## src/rtl/sipo_lsb_pkg.sv

```systemverilog
// Shared types and constants for the LSB-first serial-to-parallel converter.
package sipo_pkg;

    // Default frame length in bits.
    localparam int WIDTH_DEF = 4;

    // Frame assembly states.
    typedef enum logic [1:0] {
        IDLE  = 2'd0,
        SHIFT = 2'd1,
        DONE  = 2'd2
    } state_t;

endpackage

```

## src/rtl/sipo_lsb_if.sv

```systemverilog
// Serial-in / parallel-out bus: serial strobe, marker and data in, word plus pulses out.
interface sipo_lsb_if
    import sipo_pkg::*;
#(
    parameter int WIDTH = WIDTH_DEF
) ();

    logic             enb;
    logic             l_s;
    logic             inp;
    logic [WIDTH-1:0] out;
    logic             vld;
    logic             err;

    modport master (
        output enb,
        output l_s,
        output inp,
        input  out,
        input  vld,
        input  err
    );

    modport slave (
        input  enb,
        input  l_s,
        input  inp,
        output out,
        output vld,
        output err
    );

endinterface

```

## src/rtl/sipo_lsb_bit_cnt.sv

```systemverilog
// Bit-position counter for a frame: load-to-1, increment, clear, terminal flag at WIDTH-1.
module bit_cnt
    import sipo_pkg::*;
#(
    parameter int WIDTH = WIDTH_DEF
) (
    input  logic                 clk,
    input  logic                 rst,
    input  logic                 load,
    input  logic                 inc,
    input  logic                 clr,
    output logic [$clog2(WIDTH):0] cnt,
    output logic                 term
);

    localparam int CW = $clog2(WIDTH) + 1;

    logic [CW-1:0] cnt_r;

    // Counter register; clear beats load beats increment.
    always_ff @(posedge clk) begin
        if (rst) begin
            cnt_r <= {CW{1'b0}};
        end else if (clr) begin
            cnt_r <= {CW{1'b0}};
        end else if (load) begin
            cnt_r <= CW'(1);
        end else if (inc) begin
            cnt_r <= cnt_r + CW'(1);
        end else begin
            cnt_r <= cnt_r;
        end
    end

    assign cnt  = cnt_r;
    assign term = (cnt_r == CW'(WIDTH - 1));

endmodule

```

## src/rtl/sipo_lsb.sv

```systemverilog
// LSB-first serial-to-parallel converter with frame-start marker, abort detection
// and one-cycle valid/error pulses.
module sipo_lsb
    import sipo_pkg::*;
#(
    parameter int WIDTH = WIDTH_DEF
) (
    input  logic       clk,
    input  logic       rst,
    sipo_lsb_if.slave  bus
);

    localparam int CW = $clog2(WIDTH) + 1;

    state_t           state_r;
    state_t           state_nxt_s;
    logic [CW-1:0]    cnt_s;
    logic             term_s;
    logic             cnt_load_s;
    logic             cnt_inc_s;
    logic             cnt_clr_s;
    logic [WIDTH-1:0] shreg_r;
    logic [WIDTH-1:0] shreg_nxt_s;
    logic [WIDTH-1:0] out_r;
    logic [WIDTH-1:0] out_nxt_s;
    logic             vld_r;
    logic             vld_nxt_s;
    logic             err_r;
    logic             err_nxt_s;

    bit_cnt #(
        .WIDTH (WIDTH)
    ) u_bit_cnt (
        .clk  (clk),
        .rst  (rst),
        .load (cnt_load_s),
        .inc  (cnt_inc_s),
        .clr  (cnt_clr_s),
        .cnt  (cnt_s),
        .term (term_s)
    );

    // State register.
    always_ff @(posedge clk) begin
        if (rst) begin
            state_r <= IDLE;
        end else begin
            state_r <= state_nxt_s;
        end
    end

    // Next-state decode: a marked strobe always (re)starts a frame.
    always_comb begin
        state_nxt_s = IDLE;
        case (state_r)
            IDLE: begin
                if (bus.enb && bus.l_s) begin
                    state_nxt_s = SHIFT;
                end else begin
                    state_nxt_s = IDLE;
                end
            end
            SHIFT: begin
                if (bus.enb && !bus.l_s && term_s) begin
                    state_nxt_s = DONE;
                end else begin
                    state_nxt_s = SHIFT;
                end
            end
            DONE: begin
                if (bus.enb && bus.l_s) begin
                    state_nxt_s = SHIFT;
                end else begin
                    state_nxt_s = IDLE;
                end
            end
            default: begin
                state_nxt_s = IDLE;
            end
        endcase
    end

    // Datapath control: bit placement, counter commands and next output values.
    always_comb begin
        cnt_load_s  = 1'b0;
        cnt_inc_s   = 1'b0;
        cnt_clr_s   = 1'b0;
        shreg_nxt_s = shreg_r;
        out_nxt_s   = out_r;
        vld_nxt_s   = 1'b0;
        err_nxt_s   = 1'b0;
        case (state_r)
            IDLE, DONE: begin
                if (bus.enb && bus.l_s) begin
                    cnt_load_s     = 1'b1;
                    shreg_nxt_s    = {WIDTH{1'b0}};
                    shreg_nxt_s[0] = bus.inp;
                end else begin
                    cnt_clr_s = 1'b1;
                end
            end
            SHIFT: begin
                if (bus.enb && bus.l_s) begin
                    // Premature marker: drop the partial word and start over.
                    err_nxt_s      = 1'b1;
                    cnt_load_s     = 1'b1;
                    shreg_nxt_s    = {WIDTH{1'b0}};
                    shreg_nxt_s[0] = bus.inp;
                end else if (bus.enb) begin
                    for (int i = 0; i < WIDTH; i++) begin
                        if (cnt_s == CW'(i)) begin
                            shreg_nxt_s[i] = bus.inp;
                        end else begin
                            shreg_nxt_s[i] = shreg_r[i];
                        end
                    end
                    if (term_s) begin
                        out_nxt_s = shreg_nxt_s;
                        vld_nxt_s = 1'b1;
                        cnt_clr_s = 1'b1;
                    end else begin
                        cnt_inc_s = 1'b1;
                    end
                end else begin
                    shreg_nxt_s = shreg_r;
                end
            end
            default: begin
                cnt_clr_s = 1'b1;
            end
        endcase
    end

    // Registered shift register and outputs.
    always_ff @(posedge clk) begin
        if (rst) begin
            shreg_r <= {WIDTH{1'b0}};
            out_r   <= {WIDTH{1'b0}};
            vld_r   <= 1'b0;
            err_r   <= 1'b0;
        end else begin
            shreg_r <= shreg_nxt_s;
            out_r   <= out_nxt_s;
            vld_r   <= vld_nxt_s;
            err_r   <= err_nxt_s;
        end
    end

    assign bus.out = out_r;
    assign bus.vld = vld_r;
    assign bus.err = err_r;

endmodule

```

## src/flat_wrapper.sv

```systemverilog
// flat-port wrapper written by rule: the top's interface ports become plain ports
module sipo_lsb_flat import sipo_pkg::*;
#(
    parameter int WIDTH = WIDTH_DEF
)
  (clk, rst, bus_enb, bus_l_s, bus_inp, bus_out, bus_vld, bus_err);
  sipo_lsb_if #(.WIDTH(WIDTH)) bus_i ();
  input  logic clk;
  input  logic rst;
  input wire logic [$bits(bus_i.enb)-1:0] bus_enb;
  input wire logic [$bits(bus_i.l_s)-1:0] bus_l_s;
  input wire logic [$bits(bus_i.inp)-1:0] bus_inp;
  output wire logic [$bits(bus_i.out)-1:0] bus_out;
  output wire logic [$bits(bus_i.vld)-1:0] bus_vld;
  output wire logic [$bits(bus_i.err)-1:0] bus_err;
  assign bus_i.enb = bus_enb;
  assign bus_i.l_s = bus_l_s;
  assign bus_i.inp = bus_inp;
  assign bus_out = bus_i.out;
  assign bus_vld = bus_i.vld;
  assign bus_err = bus_i.err;
  sipo_lsb #(.WIDTH(WIDTH)) u_core (.clk(clk), .rst(rst), .bus(bus_i));
endmodule
```

## config.mk

```make
export PLATFORM = sky130hd
export DESIGN_NAME = sipo_lsb_flat
export DESIGN_NICKNAME = d
export VERILOG_FILES = /design/src/rtl/sipo_lsb_pkg.sv /design/src/rtl/sipo_lsb_if.sv /design/src/rtl/sipo_lsb_bit_cnt.sv /design/src/rtl/sipo_lsb.sv /design/src/flat_wrapper.sv
export SDC_FILE = /design/constraint.sdc
export NUM_CORES = 1
export LEC_CHECK = 0
export BUFFER_PORTS_ARGS = -buffer_cell sky130_fd_sc_hd__buf_4
export CORE_AREA = 2 2 39 41
export DETAILED_ROUTE_END_ITERATION = 6
export DIE_AREA = 0 0 41 43
export PLACE_DENSITY = 0.75
export SYNTH_ARGS = -nofsm -noshare
export SYNTH_HDL_FRONTEND = slang
export SYNTH_SLANG_ARGS = --single-unit
```

## constraint.sdc

```tcl
create_clock -name clk -period 3.65 [get_ports clk]
set_input_delay 0.73 -clock clk [delete_from_list [all_inputs] [get_ports clk]]
set_output_delay 0.73 -clock clk [all_outputs]
set_load 0.02 [all_outputs]
```

Word level (Yosys, flattened, before mapping) --
Cells that the tools add are included.
Word-level totals: register bits 15, output and inout port bits 6, word-level logic and storage cells 56
Operators by class: $add $sub $neg 1, equality and inequality tests 7, mux-type cells 24, bitwise logic cells 2, reductions and logical operators 15
Operators with widths (number):
- two-way mux 1 bit | 17
- two-way mux 4 bit | 3
- case mux 4 bit (2 select lines) | 1
- == test 3 x 2 -> 1 bit, second input constant | 2
- OR reduction 2 bit | 3
- OR reduction 3 bit | 2
- case mux 2 bit (2 select lines) | 1
- AND reduction 4 bit | 1
- nonzero test 2 bit | 2
- adder 3 x 1 -> 3 bit, second input constant | 1
- == test 3 x 1 -> 1 bit, second input constant | 1
- logical AND 1 bit | 3
- zero test 3 bit | 1
- inequality test 3 x 2 -> 1 bit, second input constant | 1
- AND reduction 3 bit | 1
- == test 2 x 1 -> 1 bit, second input constant | 1
- == test 2 bit, second input constant | 1
- zero test 2 bit | 1
- two-way mux 2 bit | 1
- inequality test 2 x 1 -> 1 bit, second input constant | 1
- inverter 1 bit | 2
- case mux 1 bit (2 select lines) | 1
- zero test 1 bit | 1

Longest topological paths before layout --
Gate-level depths: netlist (run 1).
depth in word-level cells 7, mapped depth 6, mapped depth without buffers 6

By module --
From an unflattened synthesis (run 1), not the netlist that was laid out.
Unflattened totals: cells, all modules 66, area total of the unflattened synthesis 695.7 um^2
Modules (own cells, without submodules):
- sipo_lsb | instances 1, cells each 52, area each 545.5 um^2, seq. area each 240.2 um^2
- bit_cnt | instances 1, cells each 14, area each 150.1 um^2, seq. area each 60.1 um^2

Worst setup path after synthesis (run 1) --
Ideal clock, no wire load.
path kind input port to flip-flop, from input bus_l_s, to register u_core.u_bit_cnt.cnt_r[1], in the netlist u_core.u_bit_cnt.cnt[1], library setup time 0.114 ns, arrival time 1.448 ns, required time 3.536 ns, slack 2.087 ns, stages 4, path buffers 0, path through and4bb_4 -> and2b_4 -> mux2i_1 -> nor2_1
On the way: longest elaborated chain between the ends 4, elaborated cells between the ends (all ways) 9, classes of those cells 7 x mux; 2 x reduce/logical
Ends and longest elaborated chain:
- from (decl) | line flat_wrapper.sv:11 | input wire logic [$bits(bus_i.l_s)-1:0] bus_l_s;
- logical AND 1 bit (*) | line sipo_lsb.sv:94, sipo_lsb.sv:103
- two-way mux 1 bit, on equally long branches | line sipo_lsb.sv:103, sipo_lsb.sv:94
- case mux 1 bit (2 select lines) / two-way mux 1 bit (equally long branches)
- OR reduction 3 bit (no source line)
- to (signal assigned) | line sipo_lsb_bit_cnt.sv:25 | cnt_r <= {CW{1'b0}};
- to (signal assigned) | line sipo_lsb_bit_cnt.sv:29 | cnt_r <= cnt_r + CW'(1);
- to (signal assigned) | line sipo_lsb_bit_cnt.sv:31 | cnt_r <= cnt_r;
- to (decl) | line sipo_lsb_bit_cnt.sv:18 | logic [CW-1:0] cnt_r;
Mark *: on every way between the ends. The rest lies on a longest branch, timed or not. A chain may end at the register's enable or synchronous reset.

Worst setup path in the final report (run 1) --
from register u_core.u_bit_cnt.cnt_r[0], in the netlist u_core.u_bit_cnt.cnt[0], to register u_core.u_bit_cnt.cnt_r[0], in the netlist u_core.u_bit_cnt.cnt[0]
On the way: longest elaborated chain between the ends 6, elaborated cells between the ends (all ways) 14, classes of those cells 1 x add/sub; 1 x eq/ne; 10 x mux; 2 x reduce/logical
Ends and longest elaborated chain:
- from (signal assigned) | line sipo_lsb_bit_cnt.sv:23 | cnt_r <= {CW{1'b0}};
- from (signal assigned) | line sipo_lsb_bit_cnt.sv:25
- from (signal assigned) | line sipo_lsb_bit_cnt.sv:29
- == test 3 x 2 -> 1 bit | line sipo_lsb_bit_cnt.sv:36 | assign term = (cnt_r == CW'(WIDTH - 1));
- two-way mux 1 bit | line sipo_lsb.sv:117 | if (term_s) begin
- two-way mux 1 bit | line sipo_lsb.sv:109 | end else if (bus.enb) begin
- two-way mux 1 bit | line sipo_lsb.sv:103 | if (bus.enb && bus.l_s) begin
- case mux 1 bit (2 select lines) / two-way mux 1 bit (equally long branches) | line sipo_lsb.sv:92 | case (state_r)
- OR reduction 2 bit (no source line) / nonzero test 2 bit (equally long branches)
Several ways; a longest one is shown, not always the timed one. The select of a mux whose other input is x is not followed.

==> results of run 1 <==
-- cell usage in the layout (no fill, tap or decap), types with 2 or more instances in the layout --
master,instances
clkbuf_4,3
dfxtp_1,14
mux2_1,3
nand2b_1,3
inv_1,4
a31oi_1,2
nor2_2,2
ha_1,5
nand2_1,12
o21ai_0,3
nor2b_1,5
buf_4,10
nor2_1,6
a22oi_1,2
a21oi_1,3
a211oi_2,2
mux2i_1,3
-- metrics by stage --
stage / instance area [µm²] / hold slack [ps] / power [mW]
global placement: 796 / 442 / 0.184
detailed placement: 796 / 450 / 0.185
global route: 832 / 500 / 0.308
floorplan: 704 / 448 / 0.176
finish: 832 / 463 / 0.291
CTS: 832 / 462 / 0.294
-- path summary, 6_finish.rpt --
check | from | end | slack, ps
worst min-delay path | u_core.bus.out[2]$_SDFFE_PP0P_ | u_core.bus.out[2]$_SDFFE_PP0P_ | 460
worst max register to register | u_core.u_bit_cnt.cnt[0]$_SDFFE_PP0P_ | u_core.u_bit_cnt.cnt[0]$_SDFFE_PP0P_ | 2050
worst min register to register | u_core.bus.out[2]$_SDFFE_PP0P_ | u_core.bus.out[2]$_SDFFE_PP0P_ | 460
worst max-delay path | u_core.u_bit_cnt.cnt[0]$_SDFFE_PP0P_ | u_core.u_bit_cnt.cnt[0]$_SDFFE_PP0P_ | 2050
-- cell families after synthesis --
kind of cell	Yosys count	share of synthesized area
adder cells (fa/ha/maj)	5	0.0888
flip-flops	14	0.398
AND/OR/NAND/NOR	35	0.272
buffers and inverters	5	0.0266
multiplexers	6	0.0906
AO/OA/AOI/OAI	13	0.124
-- area by class of cell --
type,instances,share of cell area
clock buffers,4,0.0436
inverters,4,0.0180
multi-input cells,59,0.487
flip-flops and latches,14,0.337
well taps,16,0.0241
repair buffers,10,0.0902
-- registers in the layout (all words and copies together), names as in the netlist --
| signal | count |
|---|---|
| u_core.bus.err | 1 |
| u_core.bus.out | 4 |
| u_core.bus.vld | 1 |
| u_core.shreg_r | 3 |
| u_core.state_r | 2 |
| u_core.u_bit_cnt.cnt | 3 |
-- power groups by stage --
stage / Sequential, mW / Clock [mW] / Combinational, mW
finish: 0.157 / 0.110 / 0.0242
floorplan: 0.160 / 0 / 0.0152
global route: 0.158 / 0.123 / 0.0272
global placement: 0.161 / 0 / 0.0235
CTS: 0.157 / 0.113 / 0.0242
detailed placement: 0.161 / 0 / 0.0241
-- layer usage --
layer	wire length [µm]	track usage
met3	64	0.0628
met2	587	0.263
met1	615	0.225
met5	0	0
met4	19	0.120
-- critical path: cells and delay by family, from the launching register on --
| family | cells | cell delay, ps |
|---|---|---|
| simple gates | 3 | 510 |
| fa+ha+maj | 2 | 470 |
| flops | 1 | 350 |
| mux | 1 | 170 |
-- cells in the mapped netlist, types with 2 or more instances --
cell       n  share of area
dfxtp_1   14           0.40
nand2_1   12          0.064
nor2_1     6          0.032
ha_1       5          0.089
nor2b_1    5          0.044
inv_1      4          0.021
a21oi_1    3          0.021
mux2_1     3          0.048
mux2i_1    3          0.043
nand2b_1   3          0.027
o21ai_0    3          0.021
a211oi_2   2          0.036
a22oi_1    2          0.021
a31oi_1    2          0.018
nor2_2     2          0.018
==> impl_metrics.py, run 1 <==
metrics = {
    "floorplan": {
        "core_region_area_um2": 1380,
        "dieArea_um2": 1760,
        "start_util": 0.509,
        "num_rows": 14,
        "die_h_um": 43,
        "fp.dieW_um": 41,
        "pin_count": 11,
    },
    "sta": {
        "postLayoutSetupSlackWorst_ps": 2050,
        "worst_slew_pin_slew_ps": 225,
        "timing.final.crit_period_ps": 1600,
        "relSlewSlack": 0.848,
        "tns_ps": 0,
        "maxSlewViolCount": 0,
        "grt_setup_unrepaired": "false",
        "fin_skew_ps": 2.59,
        "max_freq_ghz": 0.625,
        "setup_viol_count_final": 0,
        "period_share": 0.438,
        "hold_viol_final": 0,
    },
    "pwr": {
        "combPwrFrac": 0.083,
        "clkPwrFrac": 0.377,
        "p_sw_mw": 0.0648,
        "ir_worst_vdd_mv": 0.239,
        "p_int_mw": 0.227,
        "seqPwrFrac": 0.539,
        "powerDensity_nw_per_um2": 350,
        "swShare": 0.223,
        "leakagePower_nw": 0.349,
    },
    "cts": {
        "cts.reportedPaths.clkPinSlew_ps": 80,
        "cts.sinks": 14,
        "htree_levels": 1,
        "cts_tree": "built",
        "numCtsBuffers": 3,
        "ctsHoldBuffers": 0,
        "post_cts_buffers": 0,
        "cts_buffer_depth": 2,
        "clock_latency_ps": 280,
        "cts_resized": 0,
        "root_buffer": "clkbuf_4",
    },
    "grt": {
        "grt_max_degree": 14,
        "grt_pass1_wl_mm": 2.15,
        "first_global_vias": 525,
        "overflow": 0,
        "grt_usage": 0.185,
        "antenna_found_initial": 0,
    },
    "routing": {
        "finalWirelength_mm": 1.29,
        "drt-initial-drc-count": 13,
        "drcViolationCount": 0,
        "wl_per_cell_um": 12.0,
        "via_per_inst": 5.23,
        "drtPass1Iterations": 4,
        "antenna_left": 0,
        "vias": 560,
    },
    "min_path": {
        "min_path_cells": 2,
        "hold_class": "flip-flop to flip-flop",
    },
    "layout": {
        "drive_gt1_frac": 0.231,
        "diodes": 0,
        "register_area_um2": 280,
        "area_delta_synth_final_pct": 18.1,
        "fillers": 130,
        "final_net_count": 102,
        "multi_input_comb_area_um2": 405,
        "fin_cells": 107,
        "fin_util": 0.601,
    },
    "placement": {
        "numPortBuffers": 10,
        "place_ws_ps": 1870,
        "dp.cells": 103,
        "hpwl_um": 964,
        "globalplace.congestion": 0.847,
    },
    "setup_path": {
        "cp_cell_sequence": "ha_1 -> ha_1 -> nor4b_1 -> mux2_1 -> nand2_1 -> and3_1",
        "cp-end-kind": "flip-flop",
        "crit_fanout": 7,
        "cp_slowest_cell": "dfxtp_1",
        "crit_required_ps": 3830,
        "critical_path.startpoint_type": "flip-flop",
        "path_common_cell": "ha_1",
        "arrival_ps": 1780,
        "reg2reg_depth": 6,
        "max_stage_delay_ps": 350,
        "crit_type": "flip-flop to flip-flop",
    },
    "yosys": {
        "ys_ff_latch": 14,
        "syn_area_per_cell_um2": 9.03,
        "netlist_area_um2": 704,
        "seq_area_frac_synth": 0.398,
        "synth_cell_types": 24,
        "synthesis.nets": 88,
        "yosys_most_used_dff": "dfxtp_1",
        "synth_warnings": 0,
        "ys_async_sr_fraction": 0,
        "synth_edf_count": 0,
        "syn_inst": 78,
    },
    "job": {
        "max-cap-violations": 0,
    },
    "run_status": {
        "status": "completed",
    },
}
Note: power is estimated with default switching activity, not from simulation.
==> run 2, diff against run 1 <==
- CORE_AREA: 2 2 39 41 -> not set
- CORE_UTILIZATION: not set -> 47
- DIE_AREA: 0 0 41 43 -> not set
- PLACE_DENSITY: 0.75 -> 0.71
- clock period: 3.65 -> 1.3 ns (I/O delays scaled with it)
==> impl_metrics.py, run 2 (same netlist as run 1, synthesis figures left out) <==
metrics = {
    "run_status": {
        "status": "complete, but fails checks",
        "violations": "negative setup slack",
    },
    "floorplan": {
        "pin_count": 11,
        "fp.dieW_um": 40.7,
        "start_util": 0.522,
        "num_rows": 13,
        "core_region_area_um2": 1350,
        "die_h_um": 40.7,
        "dieArea_um2": 1660,
    },
    "sta": {
        "period_share": 1.05,
        "max_freq_ghz": 0.731,
        "grt_setup_unrepaired": "true",
        "worst_slew_pin_slew_ps": 301,
        "hold_viol_final": 0,
        "maxSlewViolCount": 0,
        "fin_skew_ps": 14.6,
        "postLayoutSetupSlackWorst_ps": -68.2,
        "relSlewSlack": 0.799,
        "setup_viol_count_final": 5,
        "timing.final.crit_period_ps": 1370,
    },
    "cts": {
        "cts.sinks": 14,
        "numCtsBuffers": 3,
        "clock_latency_ps": 290,
        "htree_levels": 1,
        "cts.reportedPaths.clkPinSlew_ps": 100,
        "root_buffer": "clkbuf_4",
        "ctsHoldBuffers": 0,
        "cts_tree": "built",
        "cts_buffer_depth": 2,
    },
    "setup_path": {
        "crit_family": "flip-flops",
        "cp.depth": 6,
        "timing.reg2reg.setup_slack_ps": -70,
        "path_common_cell": "ha_4",
        "cp-end-kind": "flip-flop",
        "reg2reg_depth": 6,
        "crit_required_ps": 1500,
        "cp_cell_sequence": "ha_4 -> ha_4 -> nor4b_4 -> mux2_4 -> nand2_2 -> and3_4",
        "cp_slowest_cell": "dfxtp_4",
        "r2r-start": "u_core.u_bit_cnt.cnt[0]$_SDFFE_PP0P_",
        "reg2reg_to": "u_core.u_bit_cnt.cnt[0]$_SDFFE_PP0P_",
        "max_stage_delay_ps": 380,
        "crit_fanout": 4,
        "path_buf_inv": 0,
        "crit_end": "u_core.u_bit_cnt.cnt[0]$_SDFFE_PP0P_",
        "critPathLaunch": "u_core.u_bit_cnt.cnt[0]$_SDFFE_PP0P_",
        "crit_type": "flip-flop to flip-flop",
        "arrival_ps": 1560,
        "critical_path.startpoint_type": "flip-flop",
    },
    "layout": {
        "register_area_um2": 289,
        "diodes": 0,
        "multi_input_comb_area_um2": 532,
        "area_delta_synth_final_pct": 46.7,
        "drive_gt1_frac": 0.570,
        "largest_reg_flops": 4,
        "fin_cells": 115,
        "fillers": 102,
        "final_net_count": 111,
        "final_common_cell": "buf_4",
        "layout_common_cells": "buf_4 (19), dfxtp_1 (11), nand2_1 (7)",
    },
    "routing": {
        "wl_per_cell_um": 14.9,
        "vias": 652,
        "drt-initial-drc-count": 12,
        "drcViolationCount": 0,
        "finalWirelength_mm": 1.71,
        "antenna_left": 0,
        "drtPass1Iterations": 4,
        "via_per_inst": 5.67,
    },
    "grt": {
        "antenna_found_initial": 0,
        "overflow": 0,
        "grt_pass1_wl_mm": 2.35,
        "grt_max_degree": 14,
        "first_global_vias": 545,
        "grt_usage": 0.228,
    },
    "placement": {
        "dp.cells": 110,
        "hpwl_mm": 1.10,
        "globalplace.congestion": 0.814,
        "numPortBuffers": 10,
    },
    "job": {
        "max-cap-violations": 0,
    },
    "pwr": {
        "p_total_mw": 0.867,
        "ir_worst_vdd_mv": 0.565,
        "leakagePower_nw": 0.410,
        "powerDensity_nw_per_um2": 839,
    },
    "min_path": {
        "hold_class": "primary input to flip-flop",
    },
}
-- run 2: changes by cell type in the layout (fill, tap and decap cells not counted), moves of 3 or more --
cell     previous run  this run
buf_4              10        19
dfxtp_1            14        11
ha_1                5         1
ha_4                0         3
mux2_1              3         0
mux2_4              0         3
nand2_1            12         7
nand2_2             0         5
-- run 2: where the power goes --
group          switching [mW]  internal (mW)
sequential            0.00586          0.432
combinational          0.0567         0.0511
clock                   0.152          0.171
-- run 2: metrics by stage --
| step | setup slack, ps | setup TNS (ps) | util | hold slack [ps] | area, µm² |
|---|---|---|---|---|---|
| after global routing | -118 | -521 | 0.766 | 222 | 1030 |
| after detailed placement | -64.9 | -189 | 0.663 | 451 | 895 |
| final | -68.2 | -227 | 0.766 | 231 | 1030 |
| after floorplan | -16.2 | -26.7 | - | 396 | 744 |
| after CTS | -76.4 | -143 | 0.737 | 212 | 995 |
| after global placement | -51.7 | -105 | 0.663 | 445 | 895 |
-- run 2: worst min path at each step --
stage / cells past startpoint / slack (ps) / start / endpoint
detailed placement: 2 / 450 / u_core.bus.out[3]$_SDFFE_PP0P_ / u_core.bus.out[3]$_SDFFE_PP0P_
CTS: 2 / 210 / rst / u_core.shreg_r[1]$_SDFFE_PP0P_
finish: 2 / 230 / rst / u_core.state_r[1]$_SDFF_PP0_
global placement: 2 / 450 / u_core.bus.out[3]$_SDFFE_PP0P_ / u_core.bus.out[3]$_SDFFE_PP0P_
global route: 2 / 220 / rst / u_core.bus.out[0]$_SDFFE_PP0P_
floorplan: 2 / 400 / bus_inp / u_core.bus.out[3]$_SDFFE_PP0P_
-- run 2: final cells by class --
type,instances,share of cell area
clock buffers,4,0.0351
repair buffers,19,0.138
flip-flops and latches,14,0.280
multi-input cells,59,0.515
well taps,15,0.0182
inverters,4,0.0145
-- run 2: what timing repair did --
item,in CTS,in global routing
endpoints found under the setup margin,6,10
buffers inserted,1,0
pin swaps,6,6
endpoints found under the hold margin,0,0
gates resized for setup,15,10
-- run 2: layer usage --
layer  vias up  GRT usage  wire length (µm)
met5         -          0                 0
met4         0     0.0750                31
met3         6     0.0924                79
met2        23      0.385               841
li1        312          -                 -
met1       311      0.257               757
-- run 2: worst reg2reg max path: cells and delay by family (launching register included) --
family / cells / cell delay, ps
flops: 1 / 380
simple gates: 3 / 380
fa+ha+maj: 2 / 330
mux: 1 / 180
==> run 3, diff against run 2 <==
--- a/config.mk
+++ b/config.mk
@@ -8,5 +8,5 @@
 export BUFFER_PORTS_ARGS = -buffer_cell sky130_fd_sc_hd__buf_4
-export CORE_UTILIZATION = 47
+export CORE_UTILIZATION = 52
 export DETAILED_ROUTE_END_ITERATION = 6
-export PLACE_DENSITY = 0.71
+export PLACE_DENSITY = 0.74
 export SYNTH_ARGS = -nofsm -noshare
==> constraint.sdc (replaced) <==
create_clock -name clk -period 1.31 [get_ports clk]
set_input_delay 0.3275 -clock clk [delete_from_list [all_inputs] [get_ports clk]]
set_output_delay 0.3275 -clock clk [all_outputs]
set_load 0.02 [all_outputs]
==> impl_metrics.py, run 3 (same netlist as run 1, synthesis figures left out) <==
metrics = {
    "setup_path": {
        "reg2reg_depth": 6,
        "r2r-start": "u_core.u_bit_cnt.cnt[1]$_SDFFE_PP0P_",
        "crit_fanout": 4,
        "cp_slowest_cell": "dfxtp_4",
        "path_buf_inv": 1,
        "crit_required_ps": 1490,
        "reg2reg_to": "u_core.shreg_r[1]$_SDFFE_PP0P_",
        "critical_path.startpoint_type": "flip-flop",
        "cp.depth": 6,
        "crit_family": "flip-flops",
        "max_stage_delay_ps": 400,
        "cp-end-kind": "flip-flop",
        "timing.reg2reg.setup_slack_ps": -70,
        "cp_cell_sequence": "inv_4 -> ha_4 -> nor2b_4 -> mux2_4 -> a22oi_2 -> nor2_1",
        "critPathLaunch": "u_core.u_bit_cnt.cnt[1]$_SDFFE_PP0P_",
        "crit_type": "flip-flop to flip-flop",
        "arrival_ps": 1560,
    },
    "sta": {
        "maxSlewViolCount": 0,
        "worst_slew_pin_slew_ps": 358,
        "timing.final.crit_period_ps": 1380,
        "grt_setup_unrepaired": "true",
        "period_share": 1.05,
        "setup_viol_count_final": 4,
        "fin_skew_ps": 3.62,
        "postLayoutSetupSlackWorst_ps": -71.5,
        "hold_viol_final": 0,
        "max_freq_ghz": 0.724,
        "relSlewSlack": 0.760,
    },
    "placement": {
        "placed_cell_area_um2": 901,
        "numPortBuffers": 10,
        "hpwl_mm": 1.08,
        "globalplace.congestion": 0.702,
    },
    "cts": {
        "clock_latency_ps": 290,
        "cts.sinks": 14,
        "cts_buffer_depth": 2,
        "cts_tree": "built",
        "cts.reportedPaths.clkPinSlew_ps": 90,
        "numCtsBuffers": 3,
        "root_buffer": "clkbuf_4",
        "htree_levels": 1,
    },
    "grt": {
        "antenna_found_initial": 0,
        "grt_pass1_wl_mm": 2.41,
        "grt_usage": 0.245,
        "first_global_vias": 537,
        "overflow": 0,
        "grt_max_degree": 14,
    },
    "layout": {
        "multi_input_comb_area_um2": 499,
        "drive_gt1_frac": 0.505,
        "largest_reg_flops": 4,
        "diodes": 0,
        "register_area_um2": 288,
        "fin_util": 0.850,
        "layout_common_cells": "buf_4 (20), dfxtp_1 (12), nand2_1 (9)",
        "final_net_count": 112,
        "final_area_um2": 1010,
        "fillers": 69,
        "area_delta_synth_final_pct": 43.2,
        "final_common_cell": "buf_4",
    },
    "pwr": {
        "clkPwrFrac": 0.375,
        "combPwrFrac": 0.110,
        "p_int_mw": 0.644,
        "p_sw_mw": 0.199,
        "swShare": 0.236,
        "seqPwrFrac": 0.516,
        "p_total_mw": 0.842,
        "ir_worst_vdd_mv": 0.602,
        "leakagePower_nw": 0.406,
        "powerDensity_nw_per_um2": 835,
    },
    "floorplan": {
        "fp.dieW_um": 38.8,
        "start_util": 0.594,
        "core_region_area_um2": 1190,
        "num_rows": 12,
        "pin_count": 11,
        "dieArea_um2": 1510,
        "die_h_um": 38.8,
    },
    "min_path": {
        "min_path_cells": 2,
        "hold_class": "primary input to flip-flop",
        "hp-start": "rst",
        "hold-path-endpoint": "u_core.bus.out[0]$_SDFFE_PP0P_",
    },
    "routing": {
        "finalWirelength_mm": 1.62,
        "antenna_left": 0,
        "drt-initial-drc-count": 13,
        "drtPass1Iterations": 4,
        "vias": 629,
        "wl_per_cell_um": 14.1,
        "drcViolationCount": 0,
        "via_per_inst": 5.47,
    },
    "job": {
        "max-cap-violations": 0,
    },
    "run_status": {
        "violations": "negative setup slack",
        "status": "complete, but fails checks",
    },
}
-- run 3: worst max path at each step --
stage,to,slack [ps]
2_1_floorplan,u_core.shreg_r[2]$_SDFFE_PP0P_,-6
3_3_place_gp,u_core.shreg_r[2]$_SDFFE_PP0P_,-30
3_5_place_dp,u_core.shreg_r[2]$_SDFFE_PP0P_,-90
4_1_cts,u_core.u_bit_cnt.cnt[0]$_SDFFE_PP0P_,-50
5_1_grt,u_core.shreg_r[1]$_SDFFE_PP0P_,-110
6_report,u_core.shreg_r[1]$_SDFFE_PP0P_,-70
-- run 3: layer usage --
metal,global-route usage,vias to the layer above,share of wire
met4,0.129,0,0.022
met1,0.287,297,0.47
li1,-,313,-
met5,0,-,0
met3,0.0520,4,0.035
met2,0.413,15,0.48
-- run 3: power by group through the flow --
stage / clock network [mW] / registers [mW] / logic [mW]
global route: 0.335 / 0.435 / 0.101
CTS: 0.314 / 0.434 / 0.0865
detailed placement: 0 / 0.446 / 0.0818
floorplan: 0 / 0.446 / 0.0441
global placement: 0 / 0.446 / 0.0797
finish: 0.316 / 0.434 / 0.0922
-- run 3: final cells by class --
class,instances,area share
clock buffer,4,0.0360
inverter,4,0.0174
sequential,14,0.285
timing repair buffer,20,0.149
tap,14,0.0174
multi-input combinational,59,0.495
-- run 3: timing repair --
item | 4_1_cts | 5_1_grt
pin swaps | 1 | 8
endpoints found under the setup margin | 6 | 8
setup buffers | 1 | 0
gates cloned | 0 | 0
gates resized for setup | 8 | 12
hold endpoints to repair | 0 | 0
hold buffers | 0 | 0
-- run 3: per-stage QoR --
step                std cells  TNS (ps)  setup slack, ps  hold WS [ps]
floorplan                  78     -6.74            -6.21           448
global placement          110     -70.9            -33.5           444
detailed placement        110      -190            -93.1           448
CTS                       115      -136            -49.5           303
global route              115      -424             -111           299
finish                    115      -191            -71.5           300
